<file path="src/rtl/traffic_pkg.sv">
// Shared light codes, fault causes, dwell limits and light-code helpers
// for the traffic conflict monitor.
package traffic_pkg;

    localparam int NUM_DIRS = 2;  // index 0 = North-South, 1 = East-West

    localparam logic [3:0] LIGHT_LEFT   = 4'b1001;
    localparam logic [3:0] LIGHT_GREEN  = 4'b0100;
    localparam logic [3:0] LIGHT_YELLOW = 4'b0010;
    localparam logic [3:0] LIGHT_RED    = 4'b0001;

    localparam logic [4:0] LIMIT_LEFT   = 5'd5;
    localparam logic [4:0] LIMIT_GREEN  = 5'd10;
    localparam logic [4:0] LIMIT_YELLOW = 5'd3;
    localparam logic [4:0] LIMIT_RED    = 5'd24;

    localparam logic [4:0] DWELL_MAX    = 5'd31;

    typedef enum logic [2:0] {
        FC_NONE     = 3'd0,
        FC_ILLEGAL  = 3'd1,
        FC_CONFLICT = 3'd2,
        FC_EMERG    = 3'd3,
        FC_SEQ      = 3'd4,
        FC_TIMEOUT  = 3'd5
    } fault_code_e;

    typedef struct packed {
        logic illegal;
        logic seq;
        logic timeout;
    } dir_flags_t;

    function automatic logic is_legal(input logic [3:0] c);
        return (c == LIGHT_LEFT) || (c == LIGHT_GREEN) ||
               (c == LIGHT_YELLOW) || (c == LIGHT_RED);
    endfunction

    // Holding a code and dropping to RED are always allowed; YELLOW->RED
    // is covered by the latter.
    function automatic logic legal_step(input logic [3:0] prev, input logic [3:0] cur);
        return (cur == prev) || (cur == LIGHT_RED) ||
               (prev == LIGHT_LEFT  && cur == LIGHT_GREEN)  ||
               (prev == LIGHT_GREEN && cur == LIGHT_YELLOW) ||
               (prev == LIGHT_RED   && cur == LIGHT_LEFT);
    endfunction

    // Illegal codes get the saturation value so they never time out;
    // they are already reported as ILLEGAL.
    function automatic logic [4:0] dwell_limit(input logic [3:0] c);
        case (c)
            LIGHT_LEFT:   return LIMIT_LEFT;
            LIGHT_GREEN:  return LIMIT_GREEN;
            LIGHT_YELLOW: return LIMIT_YELLOW;
            LIGHT_RED:    return LIMIT_RED;
            default:      return DWELL_MAX;
        endcase
    endfunction

endpackage

</file>
<file path="src/rtl/light_dir_checker.sv">
// Per-direction checker: code legality, transition legality and dwell timing.
// Flags are combinational on the current sample and the registered history.
module light_dir_checker
    import traffic_pkg::*;
(
    input  logic       clk,
    input  logic       rst_n,
    input  logic [3:0] code,
    input  logic       emergency,
    output dir_flags_t flags
);

    logic [3:0] prev_code;
    logic       prev_valid;
    logic [4:0] dwell;
    logic [4:0] dwell_nxt;

    // Dwell count including the current sample, and the three flags.
    always_comb begin
        dwell_nxt = dwell;
        if (!prev_valid || code != prev_code)
            dwell_nxt = 5'd1;
        else if (!emergency && dwell != DWELL_MAX)
            dwell_nxt = dwell + 5'd1;

        flags.illegal = !is_legal(code);
        flags.seq     = prev_valid && !legal_step(prev_code, code);
        flags.timeout = dwell_nxt > dwell_limit(code);
    end

    // History keeps tracking regardless of any latched fault.
    always_ff @(posedge clk) begin
        if (!rst_n) begin
            prev_code  <= 4'd0;
            prev_valid <= 1'b0;
            dwell      <= 5'd0;
        end else begin
            prev_code  <= code;
            prev_valid <= 1'b1;
            dwell      <= dwell_nxt;
        end
    end

endmodule

</file>
<file path="src/rtl/traffic_conflict_monitor.sv">
// Watches both light controllers, resolves the highest-priority violation
// each cycle and latches the first one as a sticky fault.
module traffic_conflict_monitor
    import traffic_pkg::*;
(
    input  logic       clk,
    input  logic       rst_n,
    input  logic [3:0] ns_light,
    input  logic [3:0] ew_light,
    input  logic       emergency,
    input  logic       fault_clr,
    output logic       fault,
    output logic [2:0] fault_code,
    output logic [1:0] fault_dir,
    output logic       force_allstop
);

    logic       [NUM_DIRS-1:0][3:0] light;
    dir_flags_t [NUM_DIRS-1:0]      flags;
    logic       [NUM_DIRS-1:0]      illegal_v, seq_v, tmo_v, not_red;

    logic        emerg_d;
    fault_code_e viol_code;
    logic [1:0]  viol_dir;
    fault_code_e fault_code_q;

    assign light = {ew_light, ns_light};

    generate
        for (genvar g = 0; g < NUM_DIRS; g++) begin : g_dir
            light_dir_checker u_chk (
                .clk       (clk),
                .rst_n     (rst_n),
                .code      (light[g]),
                .emergency (emergency),
                .flags     (flags[g])
            );
        end
    endgenerate

    // Flatten per-direction flags into direction bit-vectors.
    always_comb begin
        illegal_v = '0;
        seq_v     = '0;
        tmo_v     = '0;
        not_red   = '0;
        for (int i = 0; i < NUM_DIRS; i++) begin
            illegal_v[i] = flags[i].illegal;
            seq_v[i]     = flags[i].seq;
            tmo_v[i]     = flags[i].timeout;
            not_red[i]   = light[i] != LIGHT_RED;
        end
    end

    // Priority: ILLEGAL > CONFLICT > EMERG > SEQ > TIMEOUT.
    always_comb begin
        viol_code = FC_NONE;
        viol_dir  = 2'b00;
        if (|illegal_v) begin
            viol_code = FC_ILLEGAL;
            viol_dir  = illegal_v;
        end else if (&not_red) begin
            viol_code = FC_CONFLICT;
            viol_dir  = 2'b11;
        end else if (emerg_d && |not_red) begin
            viol_code = FC_EMERG;
            viol_dir  = not_red;
        end else if (|seq_v) begin
            viol_code = FC_SEQ;
            viol_dir  = seq_v;
        end else if (|tmo_v) begin
            viol_code = FC_TIMEOUT;
            viol_dir  = tmo_v;
        end
    end

    // Sticky fault latch; a violation on the clear edge wins over the clear.
    always_ff @(posedge clk) begin
        if (!rst_n) begin
            emerg_d      <= 1'b0;
            fault        <= 1'b0;
            fault_code_q <= FC_NONE;
            fault_dir    <= 2'b00;
        end else begin
            emerg_d <= emergency;
            if (viol_code != FC_NONE && (!fault || fault_clr)) begin
                fault        <= 1'b1;
                fault_code_q <= viol_code;
                fault_dir    <= viol_dir;
            end else if (fault_clr) begin
                fault        <= 1'b0;
                fault_code_q <= FC_NONE;
                fault_dir    <= 2'b00;
            end
        end
    end

    assign fault_code    = fault_code_q;
    assign force_allstop = fault;

endmodule

</file>
<file path="config.mk">
export PLATFORM = sky130hd
export DESIGN_NAME = traffic_conflict_monitor
export DESIGN_NICKNAME = d
export VERILOG_FILES = /design/src/rtl/traffic_pkg.sv /design/src/rtl/light_dir_checker.sv /design/src/rtl/traffic_conflict_monitor.sv
export SDC_FILE = /design/constraint.sdc
export NUM_CORES = 1
export LEC_CHECK = 0
export BUFFER_PORTS_ARGS = -buffer_cell sky130_fd_sc_hd__buf_4
export CORE_ASPECT_RATIO = 1.1
export CORE_UTILIZATION = 35
export CTS_CLUSTER_SIZE = 16
export DETAILED_ROUTE_END_ITERATION = 10
export HOLD_SLACK_MARGIN = 0.06
export PLACE_DENSITY_LB_ADDON = 0.3
export SLEW_MARGIN = 30
export SYNTH_ARGS = -nofsm -noshare
export SYNTH_HDL_FRONTEND = slang
export SYNTH_SLANG_ARGS = --single-unit
</file>
<file path="constraint.sdc">
create_clock -name clk -period 9.1 [get_ports clk]
set_input_delay 1.82 -clock clk [delete_from_list [all_inputs] [get_ports clk]]
set_output_delay 1.82 -clock clk [all_outputs]
set_load 0.03 [all_outputs]
</file>
* Word-level counts from Yosys, hierarchy flattened
Index checks and enable logic that the tools add are counted.
Operators by class: $lt $le $gt $ge 2, add/subtract/negate cells 2, muxes and demuxes 23, reduce and logical (&&, ||, !) cells 43, equality and inequality tests 22
Operator list (number):
- one-hot mux 5 bit (4 select lines) | 2
- 2-to-1 mux 3 bit | 7
- 2-to-1 mux 5 bit | 4
- logical OR 1 bit | 17
- equality test 4 x 1 -> 1 bit (second input constant) | 4
- equality test 4 x 3 -> 1 bit (second input constant) | 4
- equality test 4 bit (second input constant) | 4
- 2-to-1 mux 2 bit | 7
- logical AND 1 bit | 12
- adder 5 x 1 -> 5 bit (second input constant) | 2
- greater-than comparator 5 bit | 2
- != test 5 bit (second input constant) | 2
- equality test 4 x 2 -> 1 bit (second input constant) | 2
- equality test 4 bit | 2
- != test 4 x 1 -> 1 bit (second input constant) | 2
- != test 4 bit | 2
- OR reduction 2 bit | 4
- logical NOT 1 bit | 7
- 2-to-1 mux 1 bit | 3
- nonzero test 3 bit | 1
- AND reduction 2 bit | 1
- nonzero test 2 bit | 1
Word-level totals: register bits 26, output and inout bits 7, word-level logic and storage cells 101, bits of input ports 12

* Longest topological paths before layout
Gate-level depths: netlist of run 1.
depth in word-level cells 15, gate-level depth with buffers 14, gate-level depth less buffers 14

* Cells and area by module
Synthesis of run 1 repeated with hierarchy kept, for this count alone.
Second synthesis, totals: cells, all modules 217, area total of the unflattened synthesis 1903.1 um2
By module, submodules not included:
- light_dir_checker | seq. area each 200.2 um2, cells an instance 83, times used 2, area an instance 725.7 um2
- traffic_conflict_monitor | seq. area each 140.1 um2, cells an instance 51, times used 1, area an instance 451.7 um2

* Worst setup path after synthesis of run 1
No wires, ideal clock.
path type input to register, start in ew_light[3], end reg fault_dir[0], setup time 92 ps, stages on the path 12, path buffers 1, required time 9008 ps, arrival 4369 ps, path slack 4638 ps, cells stage by stage buf_2 xor2_1 nor4_1 nand2_1 nor2_1 ha_1 a21oi_1 a21boi_0 o32ai_1 nand4_2 o31a_1 o32ai_1
RTL lines:
- start, declared | RTL line traffic_conflict_monitor.sv:9 | input logic [3:0] ew_light,
- != test 4 bit (*) | RTL line light_dir_checker.sv:21 | if (!prev_valid || code != prev_code)
- logical OR 1 bit (*) | RTL line light_dir_checker.sv:21
- 2-to-1 mux 5 bit (*) | RTL line light_dir_checker.sv:21
- net g_dir[1].u_chk.dwell_nxt[3] | RTL line light_dir_checker.sv:16 | logic [4:0] dwell_nxt;
- greater-than comparator 5 bit (*) | RTL line light_dir_checker.sv:28 | flags.timeout = dwell_nxt > dwell_limit(code);
- OR reduction 2 bit (*) | RTL line traffic_conflict_monitor.sv:71 | end else if (|tmo_v) begin
- 2-to-1 mux 3 bit | RTL line traffic_conflict_monitor.sv:71
- 2-to-1 mux 3 bit | RTL line traffic_conflict_monitor.sv:68 | end else if (|seq_v) begin
- 2-to-1 mux 3 bit | RTL line traffic_conflict_monitor.sv:65 | end else if (emerg_d && |not_red) begin
- 2-to-1 mux 3 bit | RTL line traffic_conflict_monitor.sv:62 | end else if (&not_red) begin
- 2-to-1 mux 3 bit | RTL line traffic_conflict_monitor.sv:59 | if (|illegal_v) begin
- nonzero test 3 bit | RTL line traffic_conflict_monitor.sv:86 | if (viol_code != FC_NONE && (!fault || fault_clr)) begin
- logical AND 1 bit | RTL line traffic_conflict_monitor.sv:86
- 2-to-1 mux 2 bit / nonzero test 2 bit (equally long branches)
- end signal, assigned | RTL line traffic_conflict_monitor.sv:89 | fault_dir <= viol_dir;
- end, declared | RTL line traffic_conflict_monitor.sv:14 | output logic [1:0] fault_dir,
The timed path passes the listed nets; every way through them passes the cells marked *. A chain may end at the register's enable or synchronous reset.

* Worst setup path in the final report of run 1
Ends and elaborated chain as after synthesis.

==> results of run 1 <==
## sequential cells by signal, indices dropped and copies added, names as in the netlist
| signal | flops |
|---|---|
| g_dir.u_chk.prev_valid | 1 |
| fault_code | 3 |
| g_dir.u_chk.dwell | 10 |
| fault | 1 |
| fault_dir | 2 |
| emerg_d | 1 |
| g_dir.u_chk.prev_code | 8 |
## kinds of logic (layout without fill, tap and decap cells)
group                      count (synthesis)  count (layout)  share of synthesized area (%)
buffers and inverters                     16              26                          5.846
AOI/OAI and AO/OA                         39              39                          14.75
muxes                                      4               4                          2.175
and+or+nand+nor                           97              97                          32.29
adders and majority gates                 14              14                          9.517
xor gates and xnor gates                  15              15                          7.138
DFF                                       26              26                          28.28
## report_power, final
part	internal [mW]	switching (mW)	total [mW]
logic	0.0210	0.0275	0.0485
registers	0.118	0.00428	0.123
clock network	0.0387	0.0374	0.0761
total	0.178	0.0692	0.247
## Yosys cell counts (3+ instances only)
master,instances
a211oi_1,3
a21oi_1,13
and2_1,9
buf_6,5
clkbuf_1,3
dfxtp_1,26
ha_1,14
inv_1,4
mux2i_1,4
nand2_1,11
nand3b_1,4
nand4_1,4
nor2_1,25
nor3_1,9
nor4b_1,5
nor4bb_1,3
o21ai_0,3
o32ai_1,4
or2_2,3
xor2_1,13
## path summary, 6_finish.rpt
path | slack (ns) | start | depth (start not counted) | end
setup / recovery | 4.46 | ew_light[3] | 12 | fault_dir[0]
hold / removal | 0.49 | fault_dir[0] | 2 | fault_dir[0]
setup reg to reg | 5.53 | g_dir[1].u_chk.dwell[0] | 14 | fault_dir[0]
hold reg to reg | 0.49 | fault_dir[0] | 2 | fault_dir[0]
## worst max-delay path, delay by kind of cell
kind / cells / cell delay [ns]
xor gates and xnor gates: 1 / 0.16
buffers and inverters: 1 / 0.15
adders and majority gates: 1 / 0.27
AOI/OAI and AO/OA: 5 / 1.20
and+or+nand+nor: 4 / 1.21
## cells in the final DEF (no fill, tap or decap), types with 4 or more instances in the layout
cell type,Yosys,layout
inv_1,4,4
mux2i_1,4,4
clkbuf_8,0,4
a21oi_1,13,13
nand3b_1,4,4
dfxtp_1,26,26
ha_1,14,14
o32ai_1,4,4
nand4_1,4,4
nor3_1,9,9
nand2_1,11,11
buf_4,2,18
nor4b_1,5,5
nor2_1,25,25
xor2_1,13,13
and2_1,9,9
## metal layers
layer / GRT usage [%] / routed length, µm / vias to the layer above / share of wire (%)
li1: - / - / 789 / -
met1: 18.96 / 1925 / 681 / 52
met2: 24.38 / 1650 / 14 / 45
met3: 2.311 / 72 / 2 / 2.0
met4: 4.400 / 36 / 0 / 0.98
met5: 0 / 0 / - / 0
## through the flow
stage | total power [mW] | worst slack (ns) | cells
finish | 0.2473 | 4.461 | 279
global route | 0.2620 | 4.091 | 279
CTS | 0.2515 | 4.457 | 279
detailed placement | 0.1739 | 4.168 | 275
global placement | 0.1736 | 4.227 | 275
floorplan | 0.1624 | 4.638 | 211
## final cells by class
cell class              instances  area [µm²]  share of cell area, %
flip-flops and latches         26       520.5                  25.89
inverters                       4       15.01                 0.7467
repair buffers                 18       135.1                  6.721
multi-input cells             169        1212                  60.30
well taps                      58       72.57                  3.609
clock buffers                   4       55.05                  2.738
==> results.md, run 1 <==
* Setup Buffers After CTS at 0
* I/O Pins at 19
* Post-synth EDFFs at 0
* Sequential share of the synthesized area at 28.28%
* Relative slew slack at 61.20%
* Data arrival time of the worst path at 4.82 ns
* Area added between synthesis and finish at 9.246%
* Post-CTS sizing at 0
* Synth area leaders: dfxtp_1 (28%), ha_1 (9.5%), xor2_1 (6.2%), nor2_1 (5.1%), a21oi_1 (3.5%)
* First-pass DRT Iterations at 6
* CP max stage delay at 0.54 ns
* Clock transition at the registers of the reported paths at 0.09 ns
* Setup crit end kind: register
* Worst-margin pin slew at 0.5803 ns
* Netlist cell types at 55
* Vias in the first global route at 1444
* Layout cells sized above 1 at 16.74%
* Number of max-cap violations at 0
* CTS Hold Buffers Added at 0
* Die height at 78.06 µm
* Final Skew at 0.006696 ns
* Antenna Violating Nets Remaining at 0
* Largest net degree at the start of global routing at 16
* Die width at 71.14 µm
* Clk_lat worst skew at 0.27 ns
* # H-tree levels at 1
* Worst vdd ir at 51.16 µV
* RSZ-0062 raised after global routing: no
* Ant. Diodes at 0
* Max Fclk at 215.5 MHz
* Required @ worst endpoint at 9.28 ns
* DRT iter0 DRCs at 73
* Fin nets at 248
* Most frequent CP cell: o32ai_1
* Post-layout util at 39.95%
* Initial antenna violation count at 0
* Wire length per cell at 13.21 µm
* DP Area at 0.001956 mm²
* Critical path fanouts, max at 11
* Crit-path cells: buf_4 > xor2_1 > nor4_1 > nand2_1 > nor2_1 > ha_1 > a21oi_1 > a21boi_0 > o32ai_1 > nand4_2 > o31a_1 > o32ai_1
* Top FF cell, synth: dfxtp_1
* Clk root buf: clkbuf_8
* YS warnings at 0
* Post-synthesis cell area at 0.001841 mm²
* Period Utilization, post-route at 50.98%
* Num CTS Buffers at 3
* Wirelength, routed at 3685 µm
* Cells after synthesis at 211
* # rows at 27
* Max Slew Vio Count at 0
* Grt ovf at 0
* Worst setup SP type: input pin
* Fin. Hold Viols at 0
* Port-buffer cells at 18
* TNS Setup at 0 ns
* Global placement routability congestion at 0.8041
* Via Count at 1486
* Post-Synthesis Mean Instance Area at 8.723 µm²
* Drt via density at 5.326
* Min cycle time layout at 4.639 ns
* TritonCTS clock tree: built
* Worst hold path type: register to register
* Remaining DRCs at 0
* Synth async-reset ratio at 0%
* Num Clock Sinks at 26
* Syn_nets at 237
* Flops & latches, synth at 26
* Clk buf depth at 2
* Post-synth top area share at 28.28%
* Slowest-stage cell, CP: o32ai_1
* P per Cell Area at 123.0 mW/mm²
* Leakage at 0.8439 nW
* HPWL after detailed placement at 2803 µm
* Critical path type: input pin to register
* Starting Density at 36.56%
* Synth area leader: dfxtp_1
* Total track usage at 14.51%
* Total Die Area at 0.005553 mm²
* First-pass GRT wire length at 6499 µm
* Final setup fails at 0
* Core area at 0.005034 mm²
* Final instance area at 0.002011 mm²
* Hold_ws at 0.4932 ns
* Layout fillers at 517
* Outcome: finished clean
Note: power is estimated with default switching activity, not from simulation.
==> inputs of run 2 (changes only) <==
==> constraint.sdc (replaced) <==
create_clock -name clk -period 4.65 [get_ports clk]
set_input_delay 0.93 -clock clk [delete_from_list [all_inputs] [get_ports clk]]
set_output_delay 0.93 -clock clk [all_outputs]
set_load 0.03 [all_outputs]
==> run 2 against run 1 <==
  * First-iteration DRC count rose by 23%
  * Sequential power rose by 95%
  * Clock skew fell by 0.0055 ns
  * Register-to-register slack got worse by 4.4 ns
  * Utilization did not move
  * Critical endpoint unchanged
  * Highest routed layer unchanged
==> results.md, run 2 (synthesized netlist as in run 1, its figures left out) <==
* Commonest cells after routing, fill and taps aside: dfxtp_1 (26), nor2_1 (25), buf_4 (18)
* Worst setup SP type: input pin
* Internal power at 0.3485 mW
* Ant. Diodes at 0
* Fin nets at 248
* Worst hold path type: register to register
* Relative slew slack at 57.07%
* Most common cell after layout, fill and taps aside: dfxtp_1
* Wire length per cell at 13.01 µm
* Data arrival time of the worst path at 3.93 ns
* Critical path type: input pin to register
* CP startpoint: ew_light[3]
* Final std cells w/o fill at 279
* Setup crit end kind: register
* Via Count at 1486
* Die width at 71.14 µm
* Final Skew at 0.001184 ns
* Antenna Violating Nets Remaining at 0
* Layout cells sized above 1 at 16.74%
* Post-CTS sizing at 0
* Setup Buffers After CTS at 0
* Clk buf depth at 2
* Worst-margin pin slew at 0.6351 ns
* Period Utilization, post-route at 80.55%
* Leakage at 0.8439 nW
* Max Slew Vio Count at 0
* Wirelength, routed at 3630 µm
* Sequential share of power at 49.6%
* Starting Density at 36.56%
* Worst vdd ir at 90.63 µV
* Core area at 0.005034 mm²
* Area added between synthesis and finish at 9.246%
* I/O Pins at 19
* Total Die Area at 0.005553 mm²
* P per Cell Area at 240.6 mW/mm²
* First-pass GRT wire length at 6486 µm
* Comb pwr share at 19.7%
* Min cycle time layout at 3.746 ns
* Drt via density at 5.326
* HPWL after detailed placement at 2805 µm
* # rows at 27
* Number of max-cap violations at 0
* DRT iter0 DRCs at 90
* Port-buffer cells at 18
* Initial antenna violation count at 0
* Outcome: finished clean
* Largest net degree at the start of global routing at 16
* Psw at 0.1354 mW
* TritonCTS clock tree: built
* Vias in the first global route at 1431
* Max Fclk at 267.0 MHz
* Cells after DPL at 275
* Hold_sp: fault_dir[0]
* First-pass DRT Iterations at 6
* Num CTS Buffers at 3
* # H-tree levels at 1
* Grt ovf at 0
* Total track usage at 14.49%
* Clk_lat worst skew at 0.27 ns
* Clock transition at the registers of the reported paths at 0.09 ns
* Critical path fanouts, max at 11
* Fin. Hold Viols at 0
* Switch share at 27.97%
* CTS Hold Buffers Added at 0
* Clk root buf: clkbuf_8
* Die height at 78.06 µm
* Final setup fails at 0
* Power consumption at 0.4839 mW
* Num Clock Sinks at 26
* RSZ-0062 raised after global routing: no
* Global placement routability congestion at 0.8033
* Required @ worst endpoint at 4.83 ns
* Hold_ws at 0.4935 ns
* Clock power frac at 30.8%
* Largest Register: g_dir.u_chk.dwell
* Remaining DRCs at 0
* TNS Setup at 0 ns
* Worst r2r src: g_dir[1].u_chk.dwell[0]
* Largest register FFs at 10
[run 2: cell counts in the layout (fill, tap and decap cells not counted)]
No cell type changed its count.
[run 2: power groups by stage]
| stage | logic [mW] | clock network (mW) | registers, mW |
|---|---|---|---|
| after floorplan | 0.0682 | 0 | 0.250 |
| after global placement | 0.0945 | 0 | 0.245 |
| after detailed placement | 0.0957 | 0 | 0.245 |
| after CTS | 0.0959 | 0.155 | 0.240 |
| after global routing | 0.107 | 0.167 | 0.241 |
| final | 0.0951 | 0.149 | 0.240 |
[run 2: routing by layer]
layer / wire length (µm) / vias up / GRT usage (%)
li1: - / 791 / -
met3: 72 / 2 / 2.054
met5: 0 / - / 0
met4: 31 / 0 / 4.200
met1: 1838 / 679 / 19.38
met2: 1687 / 14 / 24.10
[run 2: area by class of cell]
type / count / area (µm²)
multi-input combinational: 169 / 1212
clock buffer: 4 / 55.05
fill: 503 / 3023
inverter: 4 / 15.01
tap: 58 / 72.57
sequential: 26 / 520.5
timing repair buffer: 18 / 135.1
[run 2: worst paths after layout]
| kind | to | slack, ns | cells past startpoint |
|---|---|---|---|
| min | fault_dir[0] | 0.49 | 2 |
| max reg2reg | fault_dir[0] | 1.09 | 14 |
| min reg2reg | fault_dir[0] | 0.49 | 2 |
| max | fault_dir[0] | 0.90 | 12 |
[run 2: metrics by stage]
step	util (%)	area (µm²)	setup slack [ns]
final	39.95	2011	0.9043
after global routing	39.95	2011	0.5872
after CTS	39.95	2011	0.9360
after detailed placement	38.85	1956	0.6505
after global placement	38.85	1956	0.6672
after floorplan	-	1841	1.078
[run 2: critical path, stage by stage]
cell	delay (ns)
buf_4	0.15
xor2_1	0.16
nor4_1	0.45
nand2_1	0.31
nor2_1	0.18
ha_1	0.27
a21oi_1	0.12
a21boi_0	0.10
o32ai_1	0.55
nand4_2	0.25
o31a_1	0.32
o32ai_1	0.12
==> inputs of run 3 (changes only) <==
--- a/config.mk
+++ b/config.mk
@@ -5,6 +5,7 @@
 export SDC_FILE = /design/constraint.sdc
 export NUM_CORES = 1
 export LEC_CHECK = 0
+export ABC_AREA = 1
 export BUFFER_PORTS_ARGS = -buffer_cell sky130_fd_sc_hd__buf_4
 export CORE_ASPECT_RATIO = 1.1
 export CORE_UTILIZATION = 35
==> constraint.sdc (replaced) <==
create_clock -name clk -period 3.8 [get_ports clk]
set_input_delay 0.76 -clock clk [delete_from_list [all_inputs] [get_ports clk]]
set_output_delay 0.76 -clock clk [all_outputs]
set_load 0.03 [all_outputs]
==> run 3 against run 2 <==
  * Via count increased by 13%
  * Critical path depth is 9 higher
  * Non-clock buffer count is the same
  * Register-to-register slack got worse by 0.40 ns
  * Utilization increased by 1.8 points
  * Cell count increased by 29%
  * The run now ends with design-rule violations left
  * First-iteration DRC count is 49% lower
  * Global-route usage shrank 0.28 points
==> results.md, run 3 <==
* Post-CTS sizing at 0
* Post-synth top area share at 28.09%
* Synth area leader: dfxtp_1
* Outcome: complete, but fails checks
* Die height at 78.32 µm
* Most Crowded Layer GR: met2
* Post-Synthesis Mean Instance Area at 6.571 µm²
* YS warnings at 0
* Largest register FFs at 10
* Largest Register: g_dir.u_chk.dwell
* Total track usage at 14.21%
* Met3 Track Usage GR at 1.926%
* Critical path type: register to register
* Netlist cell types at 21
* Final setup fails at 0
* Max Slew Vio Count at 0
* Met2 usage at 24.67%
* Relative slew slack at 69.87%
* Fin. Hold Viols at 0
* Required @ worst endpoint at 4.00 ns
* Vias in the first global route at 1505
* Clk_lat worst skew at 0.27 ns
* Worst hold path type: register to register
* Crit path max-delay family: simple AND/OR/NAND/NOR gates
* Wirelength, routed at 3607 µm
* Worst-margin pin slew at 0.4515 ns
* Antenna Violating Nets Remaining at 0
* # rows at 27
* Area added between synthesis and finish at 13.37%
* Worst vdd ir at 173.2 µV
* Area of the multi-input gates at 0.001160 mm²
* CTS Hold Buffers Added at 0
* FF+latch area at 520.5 µm²
* M1 GR Usage at 17.90%
* Most common cell after layout, fill and taps aside: nand2_1
* DP Area at 0.002046 mm²
* Drt via density at 4.663
* I/O Pins at 19
* Critical path fanouts, max at 6
* HPWL after detailed placement at 2935 µm
* Sequential share of the synthesized area at 28.09%
* CP max stage delay at 0.34 ns
* Initial antenna violation count at 0
* TritonCTS clock tree: built
* Final instance area at 0.002101 mm²
* Syn_nets at 308
* Setup Buffers After CTS at 0
* First-pass DRT Iterations at 7
* Setup crit end kind: register
* Grt ovf at 0
* Violated checks: design-rule violations
* Data arrival time of the worst path at 3.31 ns
* Fin nets at 328
* Commonest cells after routing, fill and taps aside: nand2_1 (75), nor2_1 (47), inv_1 (36)
* Crit-path cells: ha_1 > and3_1 > ha_1 > nor2_1 > nand4_1 > xor2_1 > nor2_1 > ha_1 > nand2_1 > nor2_1 > nand2_1 > nand3_1 > nand2_1 > nand2_1 > inv_1 > nand3_4 > nor2_4 > nand3_4 > nand2_4 > nand3_1 > a21oi_1
* Core area at 0.005034 mm²
* # H-tree levels at 1
* Ant. Diodes at 0
* Period Utilization, post-route at 81.79%
* Synth async-reset ratio at 0%
* Global placement routability congestion at 0.8635
* Clk buf depth at 2
* Num CTS Buffers at 3
* Total Die Area at 0.005590 mm²
* Post-synthesis cell area at 0.001853 mm²
* Worst setup SP type: register
* P per Cell Area at 282.6 mW/mm²
* Via Count at 1674
* Post-synth top cells: nand2_1 (75), nor2_1 (47), inv_1 (36)
* Min cycle time layout at 3.108 ns
* Wire length per cell at 10.05 µm
* Slowest-stage cell, CP: dfxtp_1
* Top-count cell post-synth: nand2_1
* RSZ-0062 raised after global routing: no
* Post-synth EDFFs at 0
* Worst Path Buf+Inv at 1
* Synth area leaders: dfxtp_1 (28%), nand2_1 (15%), nor2_1 (9.5%), ha_1 (9.5%), inv_1 (7.3%)
* Largest net degree at the start of global routing at 16
* Final Skew at 0.005123 ns
* First-pass GRT wire length at 6389 µm
* Layout fillers at 519
* Flops & latches, synth at 26
* Leakage at 1.125 nW
* Most frequent CP cell: nand2_1
* Num Clock Sinks at 26
* Cells after synthesis at 282
* Remaining DRCs at 1
* Number of max-cap violations at 0
* Max Fclk at 321.7 MHz
* Die width at 71.38 µm
* Top FF cell, synth: dfxtp_1
* Layout cells sized above 1 at 16.28%
* Port-buffer cells at 18
* Clock transition at the registers of the reported paths at 0.09 ns
* DRT iter0 DRCs at 46
* Starting Density at 36.81%
* Clk root buf: clkbuf_8
* TNS Setup at 0 ns
==> run 3: per-stage QoR <==
| stage | hold slack [ns] | util (%) | total power [mW] | std cells | setup WS (ns) |
|---|---|---|---|---|---|
| 6_report | 0.4884 | 41.74 | 0.5937 | 359 | 0.6918 |
| 5_1_grt | 0.5114 | 41.74 | 0.6310 | 359 | 0.3422 |
| 3_3_place_gp | 0.4710 | 40.64 | 0.4180 | 355 | 0.6963 |
| 4_1_cts | 0.4928 | 41.74 | 0.6043 | 359 | 0.6459 |
| 2_1_floorplan | 0.5333 | - | 0.3814 | 282 | 0.9637 |
| 3_5_place_dp | 0.4799 | 40.64 | 0.4192 | 355 | 0.6592 |
==> run 3: area by class of cell <==
type | count | share of cell area (%)
Timing Repair Buffer | 18 | 6.432
Clock buffer | 4 | 2.621
Inverter | 42 | 7.504
Multi-Input combinational cell | 211 | 55.21
Tap cell | 58 | 3.454
Sequential cell | 26 | 24.78
==> run 3: path summary, 6_finish.rpt <==
check	from	end	slack [ns]	depth (start not counted)
worst min register to register	fault_dir[0]	fault_dir[0]	0.49	2
worst min-delay path	fault_dir[0]	fault_dir[0]	0.49	2
worst max-delay path	g_dir[1].u_chk.dwell[0]	fault_code[2]	0.69	21
worst max register to register	g_dir[1].u_chk.dwell[0]	fault_code[2]	0.69	21
==> run 3: kinds of logic after synthesis <==
family                     Yosys count  share of synthesized area, %
AOI/OAI and AO/OA                    9                         2.431
adders and majority gates           14                         9.453
buffers and inverters               45                         9.318
and+or+nand+nor                    175                         44.29
muxes                                4                         2.161
xor gates and xnor gates             9                         4.254
DFF                                 26                         28.09
==> run 3: power breakdown <==
group | total [mW] | switching (mW) | internal (mW) | leakage (nW)
Clock | 0.182 | 0.0891 | 0.0928 | 0.0288
Combinational | 0.120 | 0.0762 | 0.0438 | 0.882
Sequential | 0.292 | 0.00834 | 0.283 | 0.214
Total | 0.594 | 0.174 | 0.420 | 1.13
==> run 3: routing by layer <==
metal / vias up / part of all wire, %
met5: - / 0
met4: 0 / 1.5
met3: 5 / 1.5
met2: 15 / 47
met1: 734 / 50
li1: 920 / -
==> run 3: worst min-delay path: stages (launching register included) <==
cell and delay (ns):
dfxtp_1 0.32, nand3_1 0.07, a21oi_1 0.05
